## src/rtl/keystream_sequencer.sv

```systemverilog
// keystream_sequencer
//  Sequences the ksg keystream datapath to encrypt a plaintext bit stream of
//  programmable length. On an accepted start it latches key, nonce, initial
//  block counter and message length. It then drives the ksg counter block by
//  block, captures each KS_W-bit keystream word and serialises it MSB-first,
//  XORed with plaintext, under valid/ready handshakes.
//
// Ports
//  clk, reset            clock, synchronous active-high reset
//  start                 begin message (sampled only while idle)
//  key/nonce/init_ctr    per-message parameters, latched on accepted start
//  msg_len               message length in bits, latched on accepted start
//  ksg_key/ksg_nonce     latched key/nonce to ksg
//  ksg_counter           current block counter to ksg
//  ksg_data              keystream word from ksg (valid KS_LAT cycles after counter change)
//  pt_valid/pt_bit/pt_ready   plaintext bit stream in
//  ct_valid/ct_bit/ct_ready   ciphertext bit stream out
//  busy                  high whenever not idle
//  done                  one-cycle pulse at message end
//  err                   sticky counter-exhausted flag, cleared by next accepted start
//
// Configuration
//  KSC_STATUS_EN         adds blocks_used: number of keystream words captured
//                        for the current/last message.

module keystream_sequencer #(
  parameter int unsigned CTR_W  = 2,
  parameter int unsigned KS_W   = 16,
  parameter int unsigned KS_LAT = 1,
  parameter int unsigned LEN_W  = 8
) (
  input  logic             clk,
  input  logic             reset,
  input  logic             start,
  input  logic [7:0]       key,
  input  logic [1:0]       nonce,
  input  logic [CTR_W-1:0] init_ctr,
  input  logic [LEN_W-1:0] msg_len,
  output logic [7:0]       ksg_key,
  output logic [1:0]       ksg_nonce,
  output logic [CTR_W-1:0] ksg_counter,
  input  logic [KS_W-1:0]  ksg_data,
  input  logic             pt_valid,
  input  logic             pt_bit,
  output logic             pt_ready,
  output logic             ct_valid,
  output logic             ct_bit,
  input  logic             ct_ready,
  output logic             busy,
  output logic             done,
`ifdef KSC_STATUS_EN
  output logic [CTR_W:0]   blocks_used,
`endif
  output logic             err
);

  localparam int unsigned IdxW  = (KS_W > 1) ? $clog2(KS_W) : 1;
  localparam int unsigned WaitW = (KS_LAT > 1) ? $clog2(KS_LAT) : 1;

  typedef enum logic [2:0] {StIdle, StLoad, StGen, StStream, StFin} state_e;

  state_e            state_q;
  logic [CTR_W-1:0]  init_ctr_q;
  logic [LEN_W-1:0]  remaining_q;
  logic [KS_W-1:0]   shreg_q;
  logic [IdxW-1:0]   idx_q;
  logic [WaitW-1:0]  wait_q;
  logic [CTR_W-1:0]  next_ctr;
  logic              xfer;

  assign next_ctr = ksg_counter + CTR_W'(1);
  assign xfer     = (state_q == StStream) && pt_valid && ct_ready;

  // Stream-side handshake is combinational so a bit can move every cycle.
  always_comb begin
    ct_valid = 1'b0;
    pt_ready = 1'b0;
    ct_bit   = 1'b0;
    if (state_q == StStream) begin
      ct_valid = pt_valid;
      pt_ready = ct_ready;
      ct_bit   = shreg_q[idx_q] ^ pt_bit;
    end
  end

  always_ff @(posedge clk) begin
    if (reset) begin
      state_q     <= StIdle;
      ksg_key     <= '0;
      ksg_nonce   <= '0;
      ksg_counter <= '0;
      init_ctr_q  <= '0;
      remaining_q <= '0;
      shreg_q     <= '0;
      idx_q       <= '0;
      wait_q      <= '0;
      busy        <= 1'b0;
      done        <= 1'b0;
      err         <= 1'b0;
`ifdef KSC_STATUS_EN
      blocks_used <= '0;
`endif
    end else begin
      done <= 1'b0;
      unique case (state_q)
        StIdle: begin
          if (start) begin
            ksg_key     <= key;
            ksg_nonce   <= nonce;
            init_ctr_q  <= init_ctr;
            remaining_q <= msg_len;
            err         <= 1'b0;
            busy        <= 1'b1;
            state_q     <= StLoad;
`ifdef KSC_STATUS_EN
            blocks_used <= '0;
`endif
          end
        end
        StLoad: begin
          ksg_counter <= init_ctr_q;
          wait_q      <= '0;
          if (remaining_q == '0) begin
            done    <= 1'b1;
            state_q <= StFin;
          end else begin
            state_q <= StGen;
          end
        end
        StGen: begin
          // Counter has been stable for KS_LAT cycles on the last wait cycle.
          if (wait_q == WaitW'(KS_LAT - 1)) begin
            shreg_q <= ksg_data;
            idx_q   <= IdxW'(KS_W - 1);
            state_q <= StStream;
`ifdef KSC_STATUS_EN
            blocks_used <= blocks_used + (CTR_W + 1)'(1);
`endif
          end else begin
            wait_q <= wait_q + WaitW'(1);
          end
        end
        StStream: begin
          if (xfer) begin
            remaining_q <= remaining_q - LEN_W'(1);
            idx_q       <= idx_q - IdxW'(1);
            if (remaining_q == LEN_W'(1)) begin
              done    <= 1'b1;
              state_q <= StFin;
            end else if (idx_q == '0) begin
              // Wrapping back to the first block would reuse keystream.
              if (next_ctr == init_ctr_q) begin
                err     <= 1'b1;
                done    <= 1'b1;
                state_q <= StFin;
              end else begin
                ksg_counter <= next_ctr;
                wait_q      <= '0;
                state_q     <= StGen;
              end
            end
          end
        end
        StFin: begin
          busy    <= 1'b0;
          state_q <= StIdle;
        end
        default: state_q <= StIdle;
      endcase
    end
  end

endmodule

```

## config.mk

```make
export PLATFORM = sky130hd
export DESIGN_NAME = keystream_sequencer
export DESIGN_NICKNAME = d
export VERILOG_FILES = /design/src/rtl/keystream_sequencer.sv
export SDC_FILE = /design/constraint.sdc
export NUM_CORES = 1
export LEC_CHECK = 0
export ABC_AREA = 1
export ABC_CLOCK_PERIOD_IN_PS = 2400
export CAP_MARGIN = 25
export CORE_ASPECT_RATIO = 1.75
export CORE_MARGIN = 2
export CORE_UTILIZATION = 55
export CTS_BUF_LIST = sky130_fd_sc_hd__clkbuf_8
export DETAILED_ROUTE_END_ITERATION = 12
export GPL_TIMING_DRIVEN = 0
export PLACE_DENSITY = 0.95
export SYNTH_ARGS = -nofsm -noshare
export SYNTH_HDL_FRONTEND = slang
export SYNTH_SLANG_ARGS = --single-unit
```

## constraint.sdc

```tcl
create_clock -name clk -period 2.4 [get_ports clk]
set_clock_uncertainty 0.05 [all_clocks]
set_input_delay 0.24 -clock clk [delete_from_list [all_inputs] [get_ports clk]]
set_output_delay 0.24 -clock clk [all_outputs]
set_load 0.1 [all_outputs]
```

==> impl_metrics.tcl <==
set metrics [dict create \
    status "finished, final reports clean" \
    cts_tree "done" \
    ys_warn_count 0 \
    cts_root_buf "clkbuf_8" \
    setup_ws_ps 181 \
    ys_async_sr_fraction_pct 0 \
    core-area_um2 4320 \
    dr.first_iter.drc_count 102 \
    fmaxAchievable_ghz 0.451 \
    post-place-ws_ps -260 \
    yosysUniqueCellTypes 28 \
    h-tree-depth 2 \
    synth_cells 360 \
    antenna_found_initial 0 \
    wl_per_cell_um 12.6 \
    dp.cells 470 \
    insertion_delay_ps 300 \
    seqCellArea_um2 961 \
    cp_cell_sequence "buf_2 -> inv_2 -> buf_4 -> nand2_1 -> nand2_1 -> nand2_1 -> nand2_1 -> nand2_1 -> nand2_1 -> inv_1 -> nand3_1 -> nand2_1 -> nor2_2 -> clkbuf_4" \
    fillers 355 \
    synth_top_cells_by_count "nand2_1 (81), dfxtp_1 (48), nor2_1 (47)" \
    postCtsHoldBufs 0 \
    synth_fp_nets 406 \
    synth_ff_type "dfxtp_1" \
    cp-start-kind "flip-flop" \
    worstHoldStart "ksg_key[0]" \
    synth_top_area_share_pct 39.6 \
    syn_to_final_growth_pct 30.7 \
    postSynthAreaPerCell_um2 6.73 \
    post-dp-hpwl_um 4510 \
    gp_congestion 0.837 \
    rsz0062_at_grt "false" \
    synth_enable_flop_cells 0 \
    cpMostUsedCell "nand2_1" \
    hold_violations 0 \
    synth_area_leaders "dfxtp_1 (40%), nand2_1 (13%), o21ai_0 (8.7%)" \
    arrival_ps 1930 \
    numCtsBuffers 5 \
    critPathMaxStageDelay_ps 320 \
    max_slew_margin_pct 32.0 \
    drv_slew 0 \
    start_util_pct 56.0 \
    drv_cap 0 \
    die_h_um 91.8 \
    ios 60 \
    synth_most_common_cell "nand2_1" \
    viasPerCell 5.31 \
    yosysSeqAreaShare_pct 39.6 \
    drive_gt1_share_pct 8.67 \
    first_global_vias 2438 \
    powerDensity_nw_per_um2 1150 \
    dieArea_um2 4970 \
    fin_area_um2 3170 \
    cp-startpoint "idx_q[0]" \
    multi_input_area_um2 1230 \
    grt_max_degree 14 \
    fin_crit_sh_pct 92.5 \
    r2r-start "idx_q[0]" \
    vdd.ir_drop.worst_mv 0.671 \
    ant_nets 0 \
    synth_area_leader_cell "dfxtp_1" \
    syn_area_um2 2420 \
    overflow 0 \
    diodes 0 \
    slowest_stage "clkbuf_4" \
    route.detailed.drc 0 \
    tightest_slew_ps 1020 \
    p_leak_uw 0.00139 \
    wirelength_um 6040 \
    dpl_cell_area_um2 3080 \
    synth_seq_cells 48 \
    period_minus_slack_ps 2220 \
    core.rowCount 32 \
    die_x_um 54.2 \
    grt_util_all_layers_pct 25.4 \
    hp-class "reg2reg" \
    fin_cells 478 \
    portBuffers 59 \
    worstSetupPathType "reg2out" \
    finalSetupViolCount 0 \
    clockBufferDepth 2 \
    post-route-util_pct 73.3 \
    grt_first_pass_wirelength_um 9650 \
    cts_sinks 48 \
    cp_max_fo 10 \
    final_nets 472 \
    vias 2540 \
    crit_required_ps 2110 \
    first_pass_iters 5 \
    end_kind "primary output" \
    cts.clk_slew.worst_paths_ps 80 \
]
==> worst paths after layout <==
kind / endpoint / slack (ps) / cells after the start
min reg2reg: ksg_key[0] / 400 / 2
max: ct_bit / 180 / 14
min: ksg_key[0] / 400 / 2
max reg2reg: done / 660 / 10
==> power breakdown <==
group / switching, uW / internal, uW / leakage [uW]
Sequential: 165 / 1030 / 0.000394
Clock: 249 / 227 / 0.0000538
Combinational: 1380 / 583 / 0.000943
Total: 1790 / 1840 / 0.00139
==> state kept, by name (all words and copies together), names as in the netlist, 2 cells and up <==
signal,flops
idx_q,4
init_ctr_q,2
ksg_counter,2
ksg_key,8
ksg_nonce,2
remaining_q,8
shreg_q,16
state_q,3
==> through the flow <==
| step | TNS [ps] | hold WS, ps | total power (uW) |
|---|---|---|---|
| global placement | -308 | 382 | 3090 |
| floorplan | 0 | 259 | 2670 |
| CTS | 0 | 401 | 3630 |
| detailed placement | -349 | 389 | 3140 |
| global route | 0 | 419 | 3870 |
| finish | 0 | 399 | 3640 |
==> cell type report <==
type | instances | share of cell area (%)
flip-flops and latches | 48 | 30.3
multi-input cells | 256 | 39.0
well taps | 51 | 2.01
inverters | 42 | 4.98
clock inverters | 2 | 0.237
clock buffers | 6 | 2.61
repair buffers | 59 | 18.6
plain buffers | 14 | 2.29
==> metal layers <==
layer | part of all wire, % | GRT usage [%]
met1 | 37 | 24.5
met2 | 54 | 48.0
met3 | 5.1 | 4.07
met4 | 3.5 | 12.1
met5 | 0 | 0
==> cells in the final DEF, fill, tap and decap left out, types with 2 or more instances in the layout <==
cell,count
a21oi_1,35
buf_2,4
buf_4,2
clkbuf_1,7
clkbuf_8,6
clkdlybuf4s50_1,56
dfxtp_1,48
ha_1,4
inv_1,38
inv_2,6
nand2_1,81
nand2_2,2
nand3_1,16
nand3_2,2
nand4_1,2
nor2_1,46
nor2_2,7
nor3_1,2
o21ai_0,42
o21ai_1,5
o31ai_1,3
xor2_1,2
==> cells by family (layout without fill, tap and decap cells) <==
logic type               count (synthesis)  after routing  synth area share, %
AND/OR/NAND/NOR                        162            162                 28.9
adder cells (fa/ha/maj)                  4              4                 2.07
buffers and inverters                   56            123                 9.50
AO/OA/AOI/OAI                           87             87                 18.8
XOR/XNOR                                 3              3                 1.08
flip-flops                              48             48                 39.6
==> what timing repair did <==
action | 4_1_cts | 5_1_grt
pin swaps | 0 | 0
setup buffers | 0 | 0
endpoints found under the setup margin | 3 | 1
cloned | 0 | 0
gates resized for setup | 9 | 1
==> critical path, delay by kind of cell (launching register included) <==
| family | cells | cell delay, ps |
|---|---|---|
| simple gates | 9 | 550 |
| buf+inv | 5 | 790 |
| flops | 1 | 300 |
No activity file was read; power rests on OpenSTA's default activity.
